`config.mk`:
```
export PLATFORM = sky130hd
export DESIGN_NAME = pc_gen
export DESIGN_NICKNAME = d
export VERILOG_FILES = /design/src/rtl/cpu_defs.sv /design/src/rtl/redirect_hold.sv /design/src/rtl/pc_gen.sv
export SDC_FILE = /design/constraint.sdc
export NUM_CORES = 1
export LEC_CHECK = 0
export ABC_AREA = 1
export ABC_CLOCK_PERIOD_IN_PS = 2050
export BUFFER_PORTS_ARGS = -buffer_cell sky130_fd_sc_hd__buf_2
export CORE_AREA = 2 2 102 104
export DETAILED_ROUTE_END_ITERATION = 6
export DIE_AREA = 0 0 104 106
export MAX_ROUTING_LAYER = met4
export PLACE_DENSITY = 0.84
export SYNTH_ARGS = -nofsm -noshare
export SYNTH_HDL_FRONTEND = slang
export SYNTH_SLANG_ARGS = --single-unit
```
`constraint.sdc`:
```
create_clock -name clk -period 2.05 [get_ports clk]
set_clock_uncertainty 0.05 [all_clocks]
set_input_delay 0.205 -clock clk [delete_from_list [all_inputs] [get_ports clk]]
set_output_delay 0.205 -clock clk [all_outputs]
set_load 0.05 [all_outputs]
```
`src/rtl/cpu_defs.sv`:
```
// rtl/cpu_defs.sv - shared fetch-front constants, redirect classes and FSM states
//   DEF_RESET_VEC : default PC after reset
//   DEF_EXC_VEC   : default exception entry address
//   rdr_cls_e     : redirect class, numerically ordered by priority
//   fsm_state_e   : fetch FSM states
package cpu_defs;

  parameter logic [31:0] DEF_RESET_VEC = 32'hbfc00000;
  parameter logic [31:0] DEF_EXC_VEC   = 32'hbfc00380;

  // Encoding order is the priority order; the pending register compares classes with >=.
  typedef enum logic [1:0] {
    RDR_NONE = 2'd0,
    RDR_BR   = 2'd1,
    RDR_ERET = 2'd2,
    RDR_EXC  = 2'd3
  } rdr_cls_e;

  typedef enum logic {
    ST_BOOT = 1'b0,
    ST_RUN  = 1'b1
  } fsm_state_e;

endpackage

```
`src/rtl/redirect_hold.sv`:
```
// rtl/redirect_hold.sv - pending redirect register with overwrite-by-class
//   clk, rst      : clock, synchronous active-high reset
//   advance       : fetch advances this cycle; consumes/clears the pending entry
//   new_cls       : highest-class live redirect this cycle (RDR_NONE if none)
//   new_tgt       : target of that live redirect
//   pend_valid    : a deferred redirect is held
//   pend_tgt      : its target
module redirect_hold
  import cpu_defs::*;
#(
  parameter int WIDTH = 32
) (
  input  logic             clk,
  input  logic             rst,
  input  logic             advance,
  input  rdr_cls_e         new_cls,
  input  logic [WIDTH-1:0] new_tgt,
  output logic             pend_valid,
  output logic [WIDTH-1:0] pend_tgt
);

  logic             pend_valid_q, pend_valid_d;
  rdr_cls_e         pend_cls_q, pend_cls_d;
  logic [WIDTH-1:0] pend_tgt_q, pend_tgt_d;

  always_comb begin
    pend_valid_d = pend_valid_q;
    pend_cls_d   = pend_cls_q;
    pend_tgt_d   = pend_tgt_q;
    if (advance) begin
      // A live redirect in an advance cycle is applied directly, so nothing is kept.
      pend_valid_d = 1'b0;
    end else if (new_cls != RDR_NONE && (!pend_valid_q || new_cls >= pend_cls_q)) begin
      // Equal class overwrites: the most recent redirect of a class wins.
      pend_valid_d = 1'b1;
      pend_cls_d   = new_cls;
      pend_tgt_d   = new_tgt;
    end
  end

  always_ff @(posedge clk) begin
    if (rst) begin
      pend_valid_q <= 1'b0;
      pend_cls_q   <= RDR_NONE;
      pend_tgt_q   <= '0;
    end else begin
      pend_valid_q <= pend_valid_d;
      pend_cls_q   <= pend_cls_d;
      pend_tgt_q   <= pend_tgt_d;
    end
  end

  assign pend_valid = pend_valid_q;
  assign pend_tgt   = pend_tgt_q;

endmodule

```
`src/rtl/pc_gen.sv`:
```
// rtl/pc_gen.sv - fetch PC generator with prioritized and deferred redirects
//   clk, rst           : clock, synchronous active-high reset
//   stall              : downstream hold, blocks advance
//   exc_valid          : redirect to EXC_VEC
//   eret_valid, epc    : redirect to epc
//   br_valid, br_target: redirect to br_target
//   inst_req/inst_addr : fetch request and address (address == pc)
//   inst_addr_ok       : memory accepted the address this cycle
//   pc, pc_adel        : current fetch PC and its misalignment flag
module pc_gen
  import cpu_defs::*;
#(
  parameter int               WIDTH     = 32,
  parameter logic [WIDTH-1:0] RESET_VEC = WIDTH'(DEF_RESET_VEC),
  parameter logic [WIDTH-1:0] EXC_VEC   = WIDTH'(DEF_EXC_VEC),
  parameter int               INC       = 4
) (
  input  logic             clk,
  input  logic             rst,
  input  logic             stall,
  input  logic             exc_valid,
  input  logic             eret_valid,
  input  logic [WIDTH-1:0] epc,
  input  logic             br_valid,
  input  logic [WIDTH-1:0] br_target,
  output logic             inst_req,
  output logic [WIDTH-1:0] inst_addr,
  input  logic             inst_addr_ok,
  output logic [WIDTH-1:0] pc,
  output logic             pc_adel
);

  fsm_state_e       state_q, state_d;
  logic [WIDTH-1:0] pc_q, pc_d;
  logic             pc_adel_q, pc_adel_d;

  rdr_cls_e         live_cls;
  logic [WIDTH-1:0] live_tgt;
  logic             advance;
  logic             pend_valid;
  logic [WIDTH-1:0] pend_tgt;

  assign inst_req = (state_q == ST_RUN);
  assign advance  = inst_req & inst_addr_ok & ~stall;

  // Collapse simultaneous redirects to the single highest class.
  always_comb begin
    live_cls = RDR_NONE;
    live_tgt = '0;
    if (exc_valid) begin
      live_cls = RDR_EXC;
      live_tgt = EXC_VEC;
    end else if (eret_valid) begin
      live_cls = RDR_ERET;
      live_tgt = epc;
    end else if (br_valid) begin
      live_cls = RDR_BR;
      live_tgt = br_target;
    end
  end

  redirect_hold #(.WIDTH(WIDTH)) u_hold (
    .clk        (clk),
    .rst        (rst),
    .advance    (advance),
    .new_cls    (live_cls),
    .new_tgt    (live_tgt),
    .pend_valid (pend_valid),
    .pend_tgt   (pend_tgt)
  );

  always_comb begin
    state_d = ST_RUN;
    pc_d    = pc_q;
    if (advance) begin
      if (live_cls != RDR_NONE) begin
        pc_d = live_tgt;
      end else if (pend_valid) begin
        pc_d = pend_tgt;
      end else begin
        pc_d = pc_q + WIDTH'(INC);
      end
    end
    pc_adel_d = (pc_d[1:0] != 2'b00);
  end

  always_ff @(posedge clk) begin
    if (rst) begin
      state_q   <= ST_BOOT;
      pc_q      <= RESET_VEC;
      pc_adel_q <= (RESET_VEC[1:0] != 2'b00);
    end else begin
      state_q   <= state_d;
      pc_q      <= pc_d;
      pc_adel_q <= pc_adel_d;
    end
  end

  assign pc        = pc_q;
  assign inst_addr = pc_q;
  assign pc_adel   = pc_adel_q;

endmodule

```
---- Yosys cells after proc, flatten, opt, wreduce, memory -nomap -nowiden ----
Index checks and enable logic that the tools add are counted.
word-level totals
  flip-flop bits (word level) ............. 69
  output and inout bits ................... 66
operators by class
  add/sub/neg operators ................... 1
  order comparisons ....................... 1
  mux-type cells .......................... 10
  bitwise gates (word level) .............. 4
  reduce and logical (&&, ||, !) cells .... 7
operator list
  operator                 count
  $mux W32                 5
  $add A32 B3 Y32 const B  1
  $mux W2                  3
  $reduce_bool A2 Y1       2
  $and A1 B1 Y1            2
  $ge A2 B2 Y1             1
  $mux W1                  2
  $not A1 Y1               2
  $reduce_and A2 Y1        1
  $reduce_or A2 Y1         1
  $logic_and A1 B1 Y1      1
  $logic_not A1 Y1         1
  $logic_or A1 B1 Y1       1

---- Depth between registers and ports, before layout ----
  word-level depth ........................ 7
  gate-level depth with buffers ........... 13
  depth with buffers taken out ............ 11

---- Cells and area by module ----
Synthesis repeated with hierarchy kept, for this count alone.
unflattened totals
  cell total of the unflattened synthesis .. 795
  area total of the unflattened synthesis .. 5006.1 um^2
by module, submodules not included
  module         times used  cells each  area an instance (um^2)  seq. area each (um^2)
  pc_gen         1           592         3377.0                   680.7
  redirect_hold  1           203         1629.1                   700.7

---- Least setup slack after synthesis ----
OpenSTA, ideal clock, no wires.
  kind .................................... input port to flip-flop
  from .................................... in eret_valid
  to ...................................... reg u_hold.pend_tgt_q[6] (netlist: u_hold.pend_tgt[6])
  data arrival time ....................... 1.769 ns
  setup slack ............................. 0.098 ns
  stages on the path ...................... 12
  path buffers ............................ 3
  cell sequence ........................... buf_2 nor2_4 buf_2 nor2_1 ha_1 o21ai_0 nand2_1 nand3_4 inv_2 buf_2 o21ai_0 a21oi_1
between the ends
  word-level cells in the longest chain between the ends .. 6
  elaborated cells between the ends (all ways) .. 9
RTL lines
  element                             line                 text
  from (decl)                         pc_gen.sv:22         input logic eret_valid,
  $mux W2                             pc_gen.sv:53         end else if (eret_valid) begin
  $mux W2                             pc_gen.sv:50         if (exc_valid) begin
  $ge A2 B2 Y1                        redirect_hold.sv:33  end else if (new_cls != RDR_NONE && (!pend_valid_q || new_cls >= pend_cls_q)) begin
  $logic_or A1 B1 Y1                  redirect_hold.sv:33
  $logic_and A1 B1 Y1                 redirect_hold.sv:33
  $reduce_and A2 Y1 (no source line)  --
  to (signal assigned)                redirect_hold.sv:49  pend_tgt_q <= pend_tgt_d;
  to (decl)                           redirect_hold.sv:24  logic [WIDTH-1:0] pend_tgt_q, pend_tgt_d;
Several ways; a longest one is shown, not always the timed one.
A chain may end at the register's enable or synchronous reset.

---- Worst setup path after layout ----
  from .................................... reg pc_q[2] (netlist: inst_addr[2])
  to ...................................... reg pc_q[28] (netlist: inst_addr[28])
between the ends
  word-level cells in the longest chain between the ends .. 3
RTL lines
  element                 line          text
  from (decl)             pc_gen.sv:34  logic [WIDTH-1:0] pc_q, pc_d;
  from (signal assigned)  pc_gen.sv:94  pc_q <= pc_d;
  $add A32 B3 Y32         pc_gen.sv:81  pc_d = pc_q + WIDTH'(INC);
  $mux W32                pc_gen.sv:78  end else if (pend_valid) begin
  $mux W32                pc_gen.sv:76  if (live_cls != RDR_NONE) begin
Every way passes these cells.

==> results.md <==
* Status: completed
* Routed vias at 4868
* Io pins at 137
* Die W at 104 um
* Hold path startpoint: rst
* Sequential-to-total area share from yosys stat at 30.58%
* Vias in the first global route at 4605
* Yosys warns at 0
* Setup crit start kind: flip-flop
* Setup ws final at 0.2674 ns
* Worst hold path type: input port to flip-flop
* Routed WL at 13.03 mm
* CTS Hold Bufs at 0
* Instance count of the mapped netlist at 703
* # port buffers at 136
* Setup TNS at 0 ns
* Comb power frac at 21.8%
* Crit end category: flip-flop
* Overflow after GRT at 0
* LEAKAGE at 2.528 nW
* Setup slack at placement at 0.09474 ns
* Crit path required time at 2.24 ns
* Syn Area/Cell at 6.425 um2
* Clk_lat worst skew at 0.35 ns
* CTS tree: done
* Period minus WS final at 1.783 ns
* Hold Path Stages at 2
* CP delay by family, top: simple AND/OR/NAND/NOR gates
* Max-cap violations at 0
* Clock-pin transition on the worst setup and hold timing paths at 0.08 ns
* Post-Syn Area at 0.004517 mm2
* Post-Syn Nets at 777
* CP max stage cell: dfxtp_1
* Max stage delay on crit path at 0.36 ns
* Clock Path Buffers at 2
* CP cell instances: ha_1, nand2_1, nor2_2, nand2_2, nor2_2, nand2_1, nand2_1, nand3_1, nand2_1, a21oi_1
* Most used cell, CP: nand2_1
* Root buf cell: clkbuf_8
* Gp weighted congestion at 0.9295
* Area delta synth->final at 18.37%
* Tcrit/Tclk final at 86.96%
* Iter 0 DRT Violations at 358
* Diodes inserted at 0
* TritonCTS Buffers at 9
* Final instance area at 0.005346 mm2
* #FFs+latches synth at 69
* Crit Path Class: flip-flop to flip-flop
* FP Rows at 37
* Ys async rst share at 0%
* Power, Total at 3.703 mW
* Placed insts at 924
* Slew of the pin with the lowest slew margin at 0.4821 ns
* Num Clock Sinks at 69
* Fmax at 561.0 MHz
* Nets@finish at 873
* Final Hold Vio Count at 0
* Max IR drop VDD at 0.4099 mV
* R2R Path End: inst_addr[28]$_SDFFE_PP1P_
* Worst reg2reg setup slack at 0.27 ns
* Die area at 0.01102 mm2
* First drt pass iteration count at 5
* Wire length of the first global-routing pass at 22.07 mm
* Largest net degree at the start of global routing at 39
* Sw Pwr at 1.197 mW
* Sw Share at 32.32%
* Final cell count without fillers at 940
* DP Wirelength at 9.610 mm
* Postcts setup bufs at 0
* Starting density of the core at 45.17%
* Sequential share of power at 40.9%
* Worst Reg-to-Reg Cells at 10
* Buf/Inv on CP at 0
* H-tree Lvls at 3
* Hold WS at 0.09136 ns
* Clock network fraction of total power at 37.3%
* RSZ-0062 raised after global routing: false
* Final setup vio count at 0
* ANT nets after route at 0
* Placed cell area at 0.005101 mm2
* DR vias/cell at 5.179
* Avg WL per Cell at 13.86 um
* Die Ht at 106 um
* Initial antenna violation count at 0
* Hold Crit Endpoint: u_hold.pend_tgt[30]$_SDFFE_PP0P_
* Worst slew margin at 67.81%
* Arrival time worst endpoint at 1.97 ns
* PD cells at 692.7 mW/mm2
* Most common cell after layout, fill and taps aside: nand2_1
* Post-cts sizing count at 0
* Most used DFF post-synth: dfxtp_1
* Most frequent cells in the layout: nand2_1 (141), buf_2 (136), nor2_1 (112)
* EDFF count, synth at 0
* Core area at 0.01000 mm2
* Critical path fanouts, max at 5
* Cell Int Power at 2.507 mW
* Finished Core Util at 53.47%
* Worst r2r src: inst_addr[2]$_SDFFE_PP0P_
* Max-slew violation count at 0
* DRC Markers at 0
* Netlist cell types at 36
* Gr usage total at 25.00%
* Share of layout cells above drive strength 1 at 25.25%
worst max-delay path by stage:
stage | from | slack (ns) | cells past startpoint | end
finish | inst_addr[2]$_SDFFE_PP0P_ | 0.27 | 10 | inst_addr[28]$_SDFFE_PP1P_
global route | u_hold.pend_cls_q[1]$_SDFFE_PP0P_ | 0.06 | 8 | u_hold.pend_tgt[27]$_SDFFE_PP0P_
CTS | inst_addr[2]$_SDFFE_PP0P_ | 0.30 | 10 | inst_addr[28]$_SDFFE_PP1P_
detailed placement | br_valid | 0.09 | 11 | u_hold.pend_tgt[29]$_SDFFE_PP0P_
global placement | br_valid | 0.19 | 11 | u_hold.pend_cls_q[0]$_SDFFE_PP0P_
floorplan | eret_valid | 0.1 | 12 | u_hold.pend_tgt[6]$_SDFFE_PP0P_
power by group through the flow:
| stage | clock, mW | sequential (mW) | combinational, mW |
|---|---|---|---|
| after global routing | 1.45 | 1.53 | 0.889 |
| after global placement | 0 | 1.54 | 0.787 |
| after floorplan | 0 | 1.63 | 0.515 |
| after CTS | 1.39 | 1.51 | 0.805 |
| after detailed placement | 0 | 1.54 | 0.801 |
| final | 1.38 | 1.52 | 0.806 |
sequential cells by signal, summed over array words and instances, names as in the netlist:
signal             count
inst_addr             32
u_hold.pend_tgt       32
u_hold.pend_cls_q      2
inst_req               1
pc_adel                1
u_hold.pend_valid      1
layout make-up:
class	count	area [um2]
fill	1029	4653
multi-input combinational	510	2515
sequential	69	1381
timing repair buffer	154	828.3
inverter	55	206.4
tap	136	170.2
clock buffer	9	123.9
clock inverter	7	121.4
synthesized netlist by cell type (2+ instances only):
cell,count,area [um2]
nor2_1,112,420.4
nor2_2,8,50.05
o21ai_0,66,330.3
nand2_2,4,25.02
dfxtp_1,69,1381
o211ai_1,3,22.52
a22o_1,5,43.79
a22oi_1,23,172.7
nand2_4,2,22.52
o21ai_1,2,10.01
inv_2,6,22.52
a21oi_2,2,17.52
a21oi_1,66,330.3
xnor2_1,2,17.52
a31oi_1,11,68.82
inv_1,48,180.2
clkbuf_1,15,56.30
buf_4,36,270.3
nand3_1,39,195.2
buf_2,15,75.07
xor2_1,3,26.28
ha_1,3,37.54
nor2_4,6,67.56
nand2_1,141,529.3
nand4_1,3,18.77
a211oi_1,2,15.01
buf_1,2,7.510
cells by family (layout without fill, tap and decap cells):
| kind of cell | count (synthesis) | after routing | share of synthesized area (%) |
|---|---|---|---|
| AOI/OAI and AO/OA | 182 | 182 | 22.83 |
| xor gates and xnor gates | 5 | 5 | 0.9697 |
| adders and majority gates | 3 | 3 | 0.8311 |
| buffers and inverters | 124 | 225 | 13.74 |
| DFF | 69 | 69 | 30.58 |
| and+or+nand+nor | 320 | 320 | 31.05 |
metal layers:
metal	vias up	track usage (%)	routed length, um
li1	2484	-	-
met1	2178	31.61	5739
met2	194	41.92	6279
met3	12	4.047	879
met4	0	6.371	131
met5	-	-	0
Power figures use the tool's default switching activity.
